--- src/rtl/dec_is_queue.sv ---
// dec_is_queue: decoupling instruction queue between decode and issue.
// Buffers decoded instructions so decode keeps running while issue stalls,
// tags every accepted instruction with a wrapping sequence number, and is
// emptied by a pipeline flush.
//
// Ports:
//   clk, reset_           rising-edge clock, async active-low reset
//   flush                 drop all entries (dominates enq/deq)
//   dec_valid/dec_ready   decode-side handshake; dec_pc/dec_uop/dec_br_tk payload
//   is_valid/is_ready     issue-side handshake; is_pc/is_uop/is_br_tk/is_seq head
//   count                 current occupancy (0..DEPTH)
module dec_is_queue #(
    parameter int ADDR  = 32,
    parameter int UOP   = 64,
    parameter int DEPTH = 8,
    parameter int SEQ_W = 6,
    localparam int PTR_W = $clog2(DEPTH),
    localparam int CNT_W = PTR_W + 1
) (
    input  logic             clk,
    input  logic             reset_,
    input  logic             flush,
    input  logic             dec_valid,
    output logic             dec_ready,
    input  logic [ADDR-1:0]  dec_pc,
    input  logic [UOP-1:0]   dec_uop,
    input  logic             dec_br_tk,
    output logic             is_valid,
    input  logic             is_ready,
    output logic [ADDR-1:0]  is_pc,
    output logic [UOP-1:0]   is_uop,
    output logic             is_br_tk,
    output logic [SEQ_W-1:0] is_seq,
    output logic [CNT_W-1:0] count
);

    typedef struct packed {
        logic [ADDR-1:0]  pc;
        logic [UOP-1:0]   uop;
        logic             br_tk;
        logic [SEQ_W-1:0] seq;
    } entry_t;

    entry_t           mem_q [DEPTH];
    logic [PTR_W-1:0] head_q, head_d;
    logic [PTR_W-1:0] tail_q, tail_d;
    logic [CNT_W-1:0] count_q, count_d;
    logic [SEQ_W-1:0] seq_q, seq_d;
    logic             enq, deq;
    entry_t           wr_ent, head_ent;

    // Ready/valid come from state only: no full pass-through, no empty bypass.
    assign dec_ready = (count_q != CNT_W'(DEPTH));
    assign is_valid  = (count_q != '0);
    assign count     = count_q;

    always_comb begin
        enq    = dec_valid && dec_ready && !flush;
        deq    = is_valid && is_ready && !flush;
        wr_ent = '{pc: dec_pc, uop: dec_uop, br_tk: dec_br_tk, seq: seq_q};
        head_d  = head_q;
        tail_d  = tail_q;
        count_d = count_q;
        seq_d   = seq_q;
        if (flush) begin
            // seq keeps running so tags stay unique across the flush
            head_d  = '0;
            tail_d  = '0;
            count_d = '0;
        end else begin
            if (enq) begin
                tail_d = tail_q + PTR_W'(1);
                seq_d  = seq_q + SEQ_W'(1);
            end
            if (deq) head_d = head_q + PTR_W'(1);
            if (enq && !deq)      count_d = count_q + CNT_W'(1);
            else if (deq && !enq) count_d = count_q - CNT_W'(1);
        end
    end

    always_ff @(posedge clk or negedge reset_) begin
        if (!reset_) begin
            head_q  <= '0;
            tail_q  <= '0;
            count_q <= '0;
            seq_q   <= '0;
        end else begin
            head_q  <= head_d;
            tail_q  <= tail_d;
            count_q <= count_d;
            seq_q   <= seq_d;
        end
    end

    // Storage is not reset; outputs below are gated while empty.
    always_ff @(posedge clk) begin
        if (enq) mem_q[tail_q] <= wr_ent;
    end

    always_comb begin
        head_ent = mem_q[head_q];
        is_pc    = is_valid ? head_ent.pc    : '0;
        is_uop   = is_valid ? head_ent.uop   : '0;
        is_br_tk = is_valid ? head_ent.br_tk : 1'b0;
        is_seq   = is_valid ? head_ent.seq   : '0;
    end

    a_count_max: assert property (@(posedge clk) disable iff (!reset_)
        count_q <= CNT_W'(DEPTH));

    a_head_stable: assert property (@(posedge clk) disable iff (!reset_)
        (is_valid && !is_ready && !flush) |=>
        $stable({is_pc, is_uop, is_br_tk, is_seq}));

    a_dec_hold: assert property (@(posedge clk) disable iff (!reset_)
        (dec_valid && !dec_ready && !flush) |=>
        (dec_valid && $stable({dec_pc, dec_uop, dec_br_tk})));

endmodule
--- config.mk ---
export PLATFORM = sky130hd
export DESIGN_NAME = dec_is_queue
export DESIGN_NICKNAME = d
export VERILOG_FILES = /design/src/rtl/dec_is_queue.sv
export SDC_FILE = /design/constraint.sdc
export NUM_CORES = 1
export LEC_CHECK = 0
export ABC_CLOCK_PERIOD_IN_PS = 17890
export BUFFER_PORTS_ARGS = -buffer_cell sky130_fd_sc_hd__buf_2
export CAP_MARGIN = 20
export CORE_AREA = 2 2 192 289
export CTS_BUF_LIST = sky130_fd_sc_hd__clkbuf_8
export CTS_CLUSTER_DIAMETER = 120
export DETAILED_ROUTE_END_ITERATION = 8
export DIE_AREA = 0 0 194 291
export PLACE_DENSITY = 0.88
export SLEW_MARGIN = 5
export SYNTH_ARGS = -nofsm -noshare
export SYNTH_HDL_FRONTEND = slang
export SYNTH_SLANG_ARGS = --single-unit
export TNS_END_PERCENT = 20
--- constraint.sdc ---
create_clock -name clk -period 17.89 [get_ports clk]
set_input_delay 3.578 -clock clk [delete_from_list [all_inputs] [get_ports clk]]
set_output_delay 3.578 -clock clk [all_outputs]
set_load 0.02 [all_outputs]
# After elaboration in Yosys (flattened, before gate mapping)

Memories as Yosys holds them, arrays and structs flattened.
Index checks and enable logic that the tools add are counted.

Register bits after elaboration: 16
RAM bits: 824
Input port bits: 102
Logic and storage cells: 39
Memories kept: 1

$add $sub $neg: 5
Equal/unequal tests: 1
Multiplexer cells: 13
Bitwise logic cells: 1
Reductions and logical operators: 14

Memories:

| memory | words | width | read ports | clocked after memory_dff | wr ports | RTL line | text |
|---|---|---|---|---|---|---|---|
| mem_q  | 8     | 103   | 1          | 0                        | 1        | 44       | `entry_t mem_q [DEPTH];` |

Operators with widths:

| kind                  | number |
|---|---|
| $mux W64              | 1 |
| $mux W32              | 1 |
| $mux W3               | 4 |
| $mux W4               | 3 |
| $add A3 B1 Y3 const B | 2 |
| $add A6 B1 Y6 const B | 1 |
| $logic_and A1 B1 Y1   | 6 |
| $mux W6               | 1 |
| $add A4 B1 Y4 const B | 1 |
| $ne A4 B4 Y1 const B  | 1 |
| $reduce_bool A2 Y1    | 2 |
| $reduce_bool A4 Y1    | 1 |
| $sub A4 B1 Y4 const B | 1 |
| $logic_not A1 Y1      | 3 |
| $mux W1               | 3 |
| $reduce_bool A3 Y1    | 1 |
| $reduce_and A2 Y1     | 1 |
| $not A1 Y1            | 1 |

# Logic depth before layout (Yosys ltp)

Gate-level depths: netlist of the first run.

Depth after elaboration: 8
Depth in mapped cells: 11

# Worst setup path after synthesis of the first run

OpenSTA, ideal clock, no wires.

Path type: input to register
Start point: input dec_valid
End point: memory mem_q[0][0] (netlist bit), enable pin
Setup time: 817 ps
Arrival time: 13979 ps
Data required time: 17073 ps
Slack: 3094 ps
Cell stages on the path: 4
Path buffers: 1
Cell sequence: clkbuf_1 > nand2_1 > or2_2 > nor4_1

Longest elaborated chain between the ends: 4

Ends and longest elaborated chain:

| item                              | RTL line | text |
|---|---|---|
| start: declaration                | 23       | `input logic dec_valid,` |
| $logic_and A1 B1 Y1 (2 in series) | 58       | `enq = dec_valid && dec_ready && !flush;` |
| $mux W1                           | 97       | `if (enq) mem_q[tail_q] <= wr_ent;` |
| $mux W1 (not written as such)     | 97       |  |
| end: declaration                  | 44       |  |

No other way between the ends.

# Final worst setup path of the first run

Start point: register head_q[1]
End point: output is_uop[9]

Longest elaborated chain between the ends: 2

Ends and longest elaborated chain:

| item                     | RTL line | text |
|---|---|---|
| start: declaration       | 45       | `logic [PTR_W-1:0] head_q, head_d;` |
| start signal: assignment | 83       | `head_q <= '0;` |
| start signal: assignment | 88       | `head_q <= head_d;` |
| $mem_v2 Z8 W103          | n/a      |  |
| $mux W64                 | 103      | `is_uop = is_valid ? head_ent.uop : '0;` |
| end: declaration         | 31       | `output logic [UOP-1:0] is_uop,` |

No other way between the ends.

==> results of run 1 <==
==> how the worst max path moves through the flow <==
stage,slack (ns),end
final,10.32,is_uop[9]
after CTS,10.20,is_uop[32]
after global placement,10.85,mem_q[3][3]$_DFFE_PP_
after global routing,10.01,is_uop[31]
after floorplan,3.09,mem_q[0][0]$_DFFE_PP_
after detailed placement,10.73,mem_q[3][5]$_DFFE_PP_
==> critical path, delay by kind of cell (launching register included) <==
family	cells	cell delay [ns]
mux	2	0.75
simple gates	1	0.08
buf+inv	3	1.72
flops	1	0.66
==> power breakdown <==
| group | internal, mW | switching [mW] |
|---|---|---|
| sequential | 2.25 | 0.0813 |
| combinational | 0.589 | 0.829 |
| clock | 0.719 | 0.685 |
==> Yosys cell counts (2+ instances only) <==
library cell  count  area (sq um)
buf_2            37           185
mux2i_1         106          1060
mux4_2          206          4640
inv_1             4          15.0
nand3_1           5          25.0
nor4_1            2          12.5
xnor2_1           6          52.6
nor2_1          114           428
xor2_1            5          43.8
nor3_1            5          25.0
nand2b_1          2          12.5
clkbuf_1         23          86.3
ha_1              5          62.6
dfrtp_1          16           400
edfxtp_1        824         24700
nand2_1           9          33.8
buf_6             2          22.5
a21oi_1           3          15.0
nand4_1           3          18.8
buf_1            12          45.0
==> metal layers <==
layer / GRT usage (%) / vias up / share of wire, %
met2: 40.3 / 595 / 54
met1: 27.8 / 7783 / 36
li1: - / 6448 / -
met5: 0 / - / 0.073
met3: 4.44 / 131 / 6.3
met4: 10.1 / 6 / 3.1
==> metrics by stage <==
step	std cells	worst slack, ns
after floorplan	1408	3.09
after global placement	2263	10.85
after detailed placement	2263	10.73
after CTS	2475	10.20
after global routing	2482	10.01
final	2482	10.32
==> layout make-up <==
| type | instances | share of cell area [%] |
|---|---|---|
| Antenna cell | 7 | 0.0484 |
| Clock buffer | 115 | 4.37 |
| Clock inverter | 97 | 1.76 |
| Inverter | 4 | 0.0415 |
| Multi-Input combinational cell | 488 | 18.4 |
| Sequential cell | 840 | 69.5 |
| Tap cell | 695 | 2.40 |
| Timing Repair Buffer | 236 | 3.55 |
==> registers in the layout, summed over array words and instances (netlist names) <==
register / flops
head_q: 3
count: 4
tail_q: 3
seq_q: 6
mem_q: 824
==> cell families (layout without fill, tap and decap cells) <==
logic type	Yosys count	in the layout	share of synthesized area (%)
flip-flops	840	840	78.3
multiplexers	313	313	17.8
AO/OA/AOI/OAI	9	9	0.222
buffers and inverters	80	452	1.14
AND/OR/NAND/NOR	149	149	1.95
XOR/XNOR	11	11	0.300
other	0	7	0
adder cells (fa/ha/maj)	6	6	0.257
==> impl_metrics.tcl, run 1 <==
set metrics [dict create \
    status "complete, no violations" \
    min_period_ns 7.57 \
    synth_edf_count 824 \
    drive_above_1_share_pct 34.3 \
    maxCapViolations 0 \
    fmax_mhz 132 \
    async_flop_share_pct 1.90 \
    grt_pass1_vias 16166 \
    slew_violations 0 \
    fillers 3403 \
    syn_inst 1408 \
    holdBufCountCts 0 \
    wirelength_microns 63300 \
    grt_max_degree 113 \
    placedInstanceArea_sq_mm 0.0340 \
    antenna_found_initial 11 \
    critPathKind "register to primary output" \
    hpwl_microns 35300 \
    avgSynthCellArea_sq_um 22.8 \
    synth_fp_nets 1516 \
    worst_slew_pin_slew_ns 1.12 \
    cts_setup_buffers 0 \
    worst_setup_path_start_kind "register" \
    io_buffers 210 \
    die_area_sq_mm 0.0565 \
    cpMostUsedCell "buf_4" \
    worst_r2r_path_depth 6 \
    route.detailed.drc 0 \
    grt_pass1_wl_microns 96400 \
    path_cells "buf_4 > buf_4 > mux4_2 > mux2i_1 > nor2_1 > buf_2" \
    dieWidth_microns 194 \
    rows 105 \
    layout_commonest_cell "edfxtp_1" \
    postLayoutCellArea_sq_mm 0.0362 \
    drt.antenna.violating_nets 0 \
    final_cell_mix "edfxtp_1, buf_2, mux4_2" \
    slowest_stage "buf_4" \
    skew_ns 0.0251 \
    cts_tree "done" \
    hold_path_end "tail_q[1]$_DFFE_PN0P_" \
    clk_path_buf_depth 3 \
    r2r-start "count[0]$_DFFE_PN0P_" \
    first_pass_iters 5 \
    crit_fanout 57 \
    pin_count 211 \
    max_slew_margin_pct 25.5 \
    whs_ns 0.645 \
    drt_iter0_drc 1100 \
    r2r_end "mem_q[3][1]$_DFFE_PP_" \
    synth_area_sq_mm 0.0321 \
    wl_per_cell_microns 25.5 \
    endpoint_kind "primary output" \
    rsz0062_at_grt "no" \
    htreeDepth 3 \
    powerDensity_mw_per_mm2 142 \
    vias 14963 \
    peakVddDrop_mv 0.149 \
    core_region_area_sq_mm 0.0541 \
    clock_latency_ns 0.71 \
    total_power_mw 5.16 \
    cts_resized 0 \
    holdPathStages 2 \
    finalHoldViolCount 0 \
    fp.dieH_microns 291 \
    multi_input_area_sq_mm 0.00665 \
    required_ns 14.31 \
    cts_root_buf "clkbuf_8" \
    crit_arrival_ns 3.99 \
    cts_buffers 114 \
    slowest_delay_ns 0.77 \
    grt_overflow 0 \
    routed_via_density 6.03 \
    syn_to_final_growth_pct 12.8 \
    timing.hold.worst.start "tail_q[1]$_DFFE_PN0P_" \
    fin_crit_sh_pct 42.3 \
    regArea_sq_mm 0.0252 \
    synthFlopType "edfxtp_1" \
    globalplace.congestion 0.733 \
    critPathLaunch "head_q[1]$_DFFE_PN0P_" \
    yosysWarnings 0 \
    yosysSeqAreaShare_pct 78.3 \
    initial_core_util_pct 59.3 \
    ys_ff_latch 840 \
    post-route-util_pct 66.9 \
    fin_tns_setup_ns 0 \
    ys_types 39 \
    grt_use_total_pct 23.0 \
    finalSetupViolations 0 \
    clk_pin_slew_worst_paths_ns 0.07 \
    p_leak_nw 11.6 \
    reg2reg_slack_ns 13.82 \
    clock-sinks 840 \
    fin_nets 1792 \
    holdCritPathClass "register to register" \
]
(Power assumes the default switching activity.)
==> inputs of run 2 (changes only) <==
--- a/config.mk
+++ b/config.mk
@@ -5,15 +5,16 @@
 export SDC_FILE = /design/constraint.sdc
 export NUM_CORES = 1
 export LEC_CHECK = 0
-export ABC_CLOCK_PERIOD_IN_PS = 17890
+export ABC_AREA = 1
+export ABC_CLOCK_PERIOD_IN_PS = 7050
 export BUFFER_PORTS_ARGS = -buffer_cell sky130_fd_sc_hd__buf_2
 export CAP_MARGIN = 20
-export CORE_AREA = 2 2 192 289
+export CORE_AREA = 2 2 196 294
 export CTS_BUF_LIST = sky130_fd_sc_hd__clkbuf_8
 export CTS_CLUSTER_DIAMETER = 120
 export DETAILED_ROUTE_END_ITERATION = 8
-export DIE_AREA = 0 0 194 291
-export PLACE_DENSITY = 0.88
+export DIE_AREA = 0 0 198 296
+export PLACE_DENSITY = 0.87
 export SLEW_MARGIN = 5
 export SYNTH_ARGS = -nofsm -noshare
 export SYNTH_HDL_FRONTEND = slang
==> constraint.sdc (replaced) <==
create_clock -name clk -period 7.05 [get_ports clk]
set_input_delay 1.41 -clock clk [delete_from_list [all_inputs] [get_ports clk]]
set_output_delay 1.41 -clock clk [all_outputs]
set_load 0.02 [all_outputs]
==> impl_metrics.tcl, run 2 <==
set metrics [dict create \
    worst_setup_path_start_kind "register" \
    routed_via_density 5.80 \
    fp.dieH_microns 296 \
    final_cells 3705 \
    wirelength_microns 74300 \
    cts_resized 0 \
    holdBufCountCts 0 \
    whs_ns 0.576 \
    crit_fanout 225 \
    p_leak_nw 12.8 \
    fin_nets 2947 \
    initial_core_util_pct 59.0 \
    grt_use_total_pct 25.2 \
    ys_types 25 \
    die_area_sq_mm 0.0586 \
    cpMostUsedCell "o21ai_0" \
    fmax_mhz 179 \
    required_ns 5.64 \
    skew_ns 0.0291 \
    powerDensity_mw_per_mm2 350 \
    io_buffers 210 \
    yosysSeqAreaShare_pct 75.6 \
    clock_latency_ns 0.72 \
    largest-register "mem_q" \
    clk_pin_slew_worst_paths_ns 0.07 \
    path_buf_inv 3 \
    clk_path_buf_depth 3 \
    rows 107 \
    fin_tns_setup_ns 0 \
    async_flop_share_pct 1.90 \
    finalHoldViolCount 0 \
    endpoint_kind "primary output" \
    worst_slew_pin_slew_ns 1.47 \
    maxCapViolations 0 \
    syn_inst 2660 \
    critPathKind "register to primary output" \
    cts_tree "done" \
    cts_setup_buffers 0 \
    peakVddDrop_mv 0.659 \
    synth_top_cell_by_area "edfxtp_1" \
    dp.cells 3489 \
    globalplace.congestion 0.762 \
    min_period_ns 5.60 \
    holdCritPathClass "register to register" \
    grt_overflow 0 \
    grt_pass1_vias 20947 \
    post-route-util_pct 65.7 \
    yosysWarnings 0 \
    avgSynthCellArea_sq_um 12.5 \
    dieWidth_microns 198 \
    grt_max_degree 246 \
    path_cells "clkinv_8 > buf_12 > o21ai_0 > o21ai_0 > o21ai_0 > nor2_1 > buf_2" \
    max_slew_margin_pct 1.83 \
    final_cell_mix "nor2_1, edfxtp_1, o21ai_0" \
    status "complete, no violations" \
    clock-sinks 840 \
    synth_common_cells "nor2_1, edfxtp_1, o21ai_0" \
    syn_to_final_growth_pct 11.4 \
    first_pass_iters 6 \
    vias 21493 \
    core_region_area_sq_mm 0.0564 \
    synthFlopType "edfxtp_1" \
    slew_violations 0 \
    cts_buffers 111 \
    htreeDepth 3 \
    rsz0062_at_grt "no" \
    ys_ff_latch 840 \
    finalSetupViolations 0 \
    drt_iter0_drc 2125 \
    cts_root_buf "clkbuf_8" \
    drt.antenna.violating_nets 0 \
    drive_above_1_share_pct 13.9 \
    ys_top_cells_by_area "edfxtp_1, nor2_1, o21ai_0" \
    largest_reg_flops 824 \
    fin_crit_sh_pct 79.5 \
    wl_per_cell_microns 20.0 \
    antenna_found_initial 11 \
    route.detailed.drc 0 \
    hpwl_microns 37700 \
    crit_arrival_ns 4.19 \
    slowest_stage "dfrtp_4" \
    yosysMostFrequentCell "nor2_1" \
    synth_top_area_share_pct 74.4 \
    synth_area_sq_mm 0.0332 \
    grt_pass1_wl_microns 112000 \
    layout_commonest_cell "nor2_1" \
    synth_fp_nets 2768 \
    slowest_delay_ns 0.97 \
    synth_edf_count 824 \
    cp_top_family "buffers and inverters" \
    pin_count 211 \
]
[run 2: cells by family after synthesis]
logic type	synth area share, %
simple gates	10.1
xor+xnor	0.132
buf+inv	2.84
fa+ha+maj	0.248
flops	75.6
compound gates	11.1
[run 2: path summary, 6_finish.rpt]
path / startpoint / to / slack (ns) / cells past startpoint
setup / recovery: head_q[0]$_DFFE_PN0P_ / is_pc[15] / 1.45 / 7
hold / removal: count[0]$_DFFE_PN0P_ / count[0]$_DFFE_PN0P_ / 0.58 / 1
setup reg to reg: count[1]$_DFFE_PN0P_ / mem_q[2][74]$_DFFE_PP_ / 3.64 / 7
hold reg to reg: count[0]$_DFFE_PN0P_ / count[0]$_DFFE_PN0P_ / 0.58 / 1
max in group asynchronous: reset_ / head_q[1]$_DFFE_PN0P_ / 6.06 / 1
min in group asynchronous: reset_ / tail_q[0]$_DFFE_PN0P_ / 0.63 / 1
[run 2: worst reg2reg max path: stages, from the launching register on]
cell     delay, ns
dfrtp_1       0.44
nor2_1        0.16
nand2_1       0.14
nand3_1       0.23
inv_1         0.33
nand2_1       0.32
nor2_4        0.73
buf_12        0.44
[run 2: layout make-up]
type / instances / area, sq um
fill: 3869 / 19300
antenna: 6 / 15.0
timing repair buffer: 237 / 1300
multi-input combinational: 1633 / 7230
clock buffer: 116 / 1600
sequential: 840 / 25200
tap: 763 / 955
clock inverter: 94 / 706
inverter: 16 / 75.1
[run 2: metrics by stage]
stage          cell area, sq um  power, mW  setup WS [ns]
2_1_floorplan             33200       8.34          0.179
3_3_place_gp              34700       9.23           2.53
3_5_place_dp              34700       9.37           2.38
4_1_cts                   37000       13.0           1.59
5_1_grt                   37000       13.6           1.33
6_report                  37000       12.9           1.45
[run 2: power by group]
part / internal [mW] / leakage [nW] / switching [mW]
Sequential: 5.69 / 7.65 / 0.157
Combinational: 1.00 / 3.83 / 2.43
Clock: 1.91 / 1.28 / 1.75
Total: 8.61 / 12.8 / 4.34
[run 2: metal layers]
metal	vias to the layer above	GRT usage (%)	routed length, microns
met3	177	4.26	6010
li1	9859	-	-
met4	10	12.0	2400
met1	10435	31.2	27800
met2	1012	43.3	38000
met5	-	0	64
==> inputs of run 3 (changes only) <==
--- a/config.mk
+++ b/config.mk
@@ -6,7 +6,7 @@
 export NUM_CORES = 1
 export LEC_CHECK = 0
 export ABC_AREA = 1
-export ABC_CLOCK_PERIOD_IN_PS = 7050
+export ABC_CLOCK_PERIOD_IN_PS = 5600
 export BUFFER_PORTS_ARGS = -buffer_cell sky130_fd_sc_hd__buf_2
 export CAP_MARGIN = 20
 export CORE_AREA = 2 2 196 294
==> constraint.sdc (replaced) <==
create_clock -name clk -period 5.6 [get_ports clk]
set_input_delay 1.12 -clock clk [delete_from_list [all_inputs] [get_ports clk]]
set_output_delay 1.12 -clock clk [all_outputs]
set_load 0.02 [all_outputs]
==> impl_metrics.tcl, run 3 (synthesis results as in run 2) <==
set metrics [dict create \
    status "complete, no violations" \
    post-route-util_pct 65.9 \
    grt_pass1_wl_microns 118000 \
    io_buffers 210 \
    r2r_end "mem_q[3][45]$_DFFE_PP_" \
    routed_via_density 5.88 \
    fin_tns_setup_ns 0 \
    path_cells "clkinv_8 > buf_4 > o21ai_1 > o21ai_0 > nor2_1 > nor2_1 > buf_2" \
    endpoint_kind "primary output" \
    worst_r2r_path_depth 8 \
    grt_overflow 0 \
    pwr-share-comb_pct 27.0 \
    slowest_delay_ns 0.91 \
    placedInstanceArea_sq_mm 0.0349 \
    rsz0062_at_grt "no" \
    max_slew_margin_pct 19.2 \
    core_region_area_sq_mm 0.0564 \
    globalplace.congestion 0.771 \
    post-place-ws_ns 1.42 \
    wirelength_microns 78200 \
    vias 21906 \
    wl_per_cell_microns 21.0 \
    cpMostUsedCell "nor2_1" \
    clock_latency_ns 0.73 \
    route.detailed.drc 0 \
    pwr-share-seq_pct 45.2 \
    p_leak_nw 12.8 \
    pin_count 211 \
    drive_above_1_share_pct 14.1 \
    cts_buffers 112 \
    worst_setup_path_start_kind "register" \
    first_pass_iters 5 \
    largest-register "mem_q" \
    required_ns 4.48 \
    skew_ns 0.0231 \
    htreeDepth 3 \
    dieWidth_microns 198 \
    critPathKind "register to primary output" \
    clk_path_buf_depth 3 \
    powerDensity_mw_per_mm2 439 \
    cts_setup_buffers 0 \
    finalHoldViolCount 0 \
    multi_input_area_sq_mm 0.00722 \
    fp.dieH_microns 296 \
    layout_commonest_cell "nor2_1" \
    hpwl_microns 42000 \
    worst_slew_pin_slew_ns 1.21 \
    timing.final.ws_setup_ns 0.656 \
    reg2reg_slack_ns 2.48 \
    internal_power_mw 10.8 \
    clock-sinks 840 \
    sw_frac_of_total_pct 34.0 \
    rows 107 \
    final_cell_mix "nor2_1, edfxtp_1, o21ai_0" \
    initial_core_util_pct 59.0 \
    peakVddDrop_mv 0.321 \
    holdBufCountCts 0 \
    drt_iter0_drc 2464 \
    min_period_ns 4.94 \
    holdCritPathClass "input port to asynchronous set/reset pin" \
    fin_crit_sh_pct 88.3 \
    cts_resized 0 \
    fmax_mhz 202 \
    grt_use_total_pct 26.5 \
    fin_nets 2961 \
    crit_fanout 203 \
    finalSetupViolations 0 \
    switchingPower_mw 5.55 \
    maxCapViolations 0 \
    drt.antenna.violating_nets 0 \
    critPathLaunch "head_q[0]$_DFFE_PN0P_" \
    antenna_found_initial 19 \
    slowest_stage "dfrtp_4" \
    die_area_sq_mm 0.0586 \
    syn_to_final_growth_pct 11.8 \
    crit_arrival_ns 3.82 \
    r2r-start "count[3]$_DFFE_PN0P_" \
    p_clk_share_pct 27.8 \
    grt_max_degree 245 \
    grt_pass1_vias 21644 \
    postLayoutCellArea_sq_mm 0.0372 \
    slew_violations 0 \
    regArea_sq_mm 0.0252 \
    cts_tree "done" \
    fillers 3797 \
    clk_pin_slew_worst_paths_ns 0.07 \
    cts_root_buf "clkbuf_8" \
    largest_reg_flops 824 \
]
-- run 3: cell count changes in the layout (fill, tap and decap cells not counted), moves of 5 or more --
cell,delta
diode_2,+11
clkinvlp_4,-5
clkinv_1,+6
clkinv_2,+5
buf_12,+9
inv_1,-5
-- run 3: final cells by class --
type,instances,area share [%]
clock inverters,89,1.65
well taps,763,2.57
multi-input cells,1633,19.4
diodes,17,0.114
flip-flops and latches,840,67.7
repair buffers,250,4.07
clock buffers,116,4.30
inverters,16,0.202
-- run 3: metal layers --
metal  GRT usage [%]  vias up  wire, microns  part of all wire, %
met5               0        -             64                0.082
met4            13.7       10           2710                  3.5
met3            5.40      218           6730                  8.6
met2            44.8     1153          39800                   51
met1            32.4    10641          28900                   37
li1                -     9884              -                    -
-- run 3: per-stage QoR --
stage          hold slack [ns]  power (mW)  std cells
6_report                 0.344        16.3       3724
5_1_grt                  0.328        17.1       3720
4_1_cts                  0.293        16.4       3707
3_5_place_dp             0.561        11.9       3502
3_3_place_gp             0.538        11.7       3502
2_1_floorplan            0.540        10.5       2660
-- run 3: worst max-delay path by stage --
stage | endpoint | slack [ns]
4_1_cts | is_pc[18] | 0.62
2_1_floorplan | mem_q[0][0]$_DFFE_PP_ | -0.98
6_report | is_uop[3] | 0.66
5_1_grt | is_pc[18] | 0.39
3_3_place_gp | is_pc[2] | 1.53
3_5_place_dp | is_pc[18] | 1.42
-- run 3: power by group through the flow --
stage                     Clock [mW]  Sequential (mW)  Combinational (mW)
after detailed placement           0             7.50                4.36
after floorplan                    0             7.41                3.09
after global placement             0             7.48                4.20
after global routing            4.85             7.39                4.85
final                           4.54             7.37                4.41
after CTS                       4.60             7.37                4.40
-- run 3: critical path, delay by kind of cell (launching register included) --
| family | cells | cell delay (ns) |
|---|---|---|
| AND/OR/NAND/NOR | 2 | 0.24 |
| flip-flops | 1 | 0.91 |
| AO/OA/AOI/OAI | 2 | 0.27 |
| buffers and inverters | 3 | 1.49 |
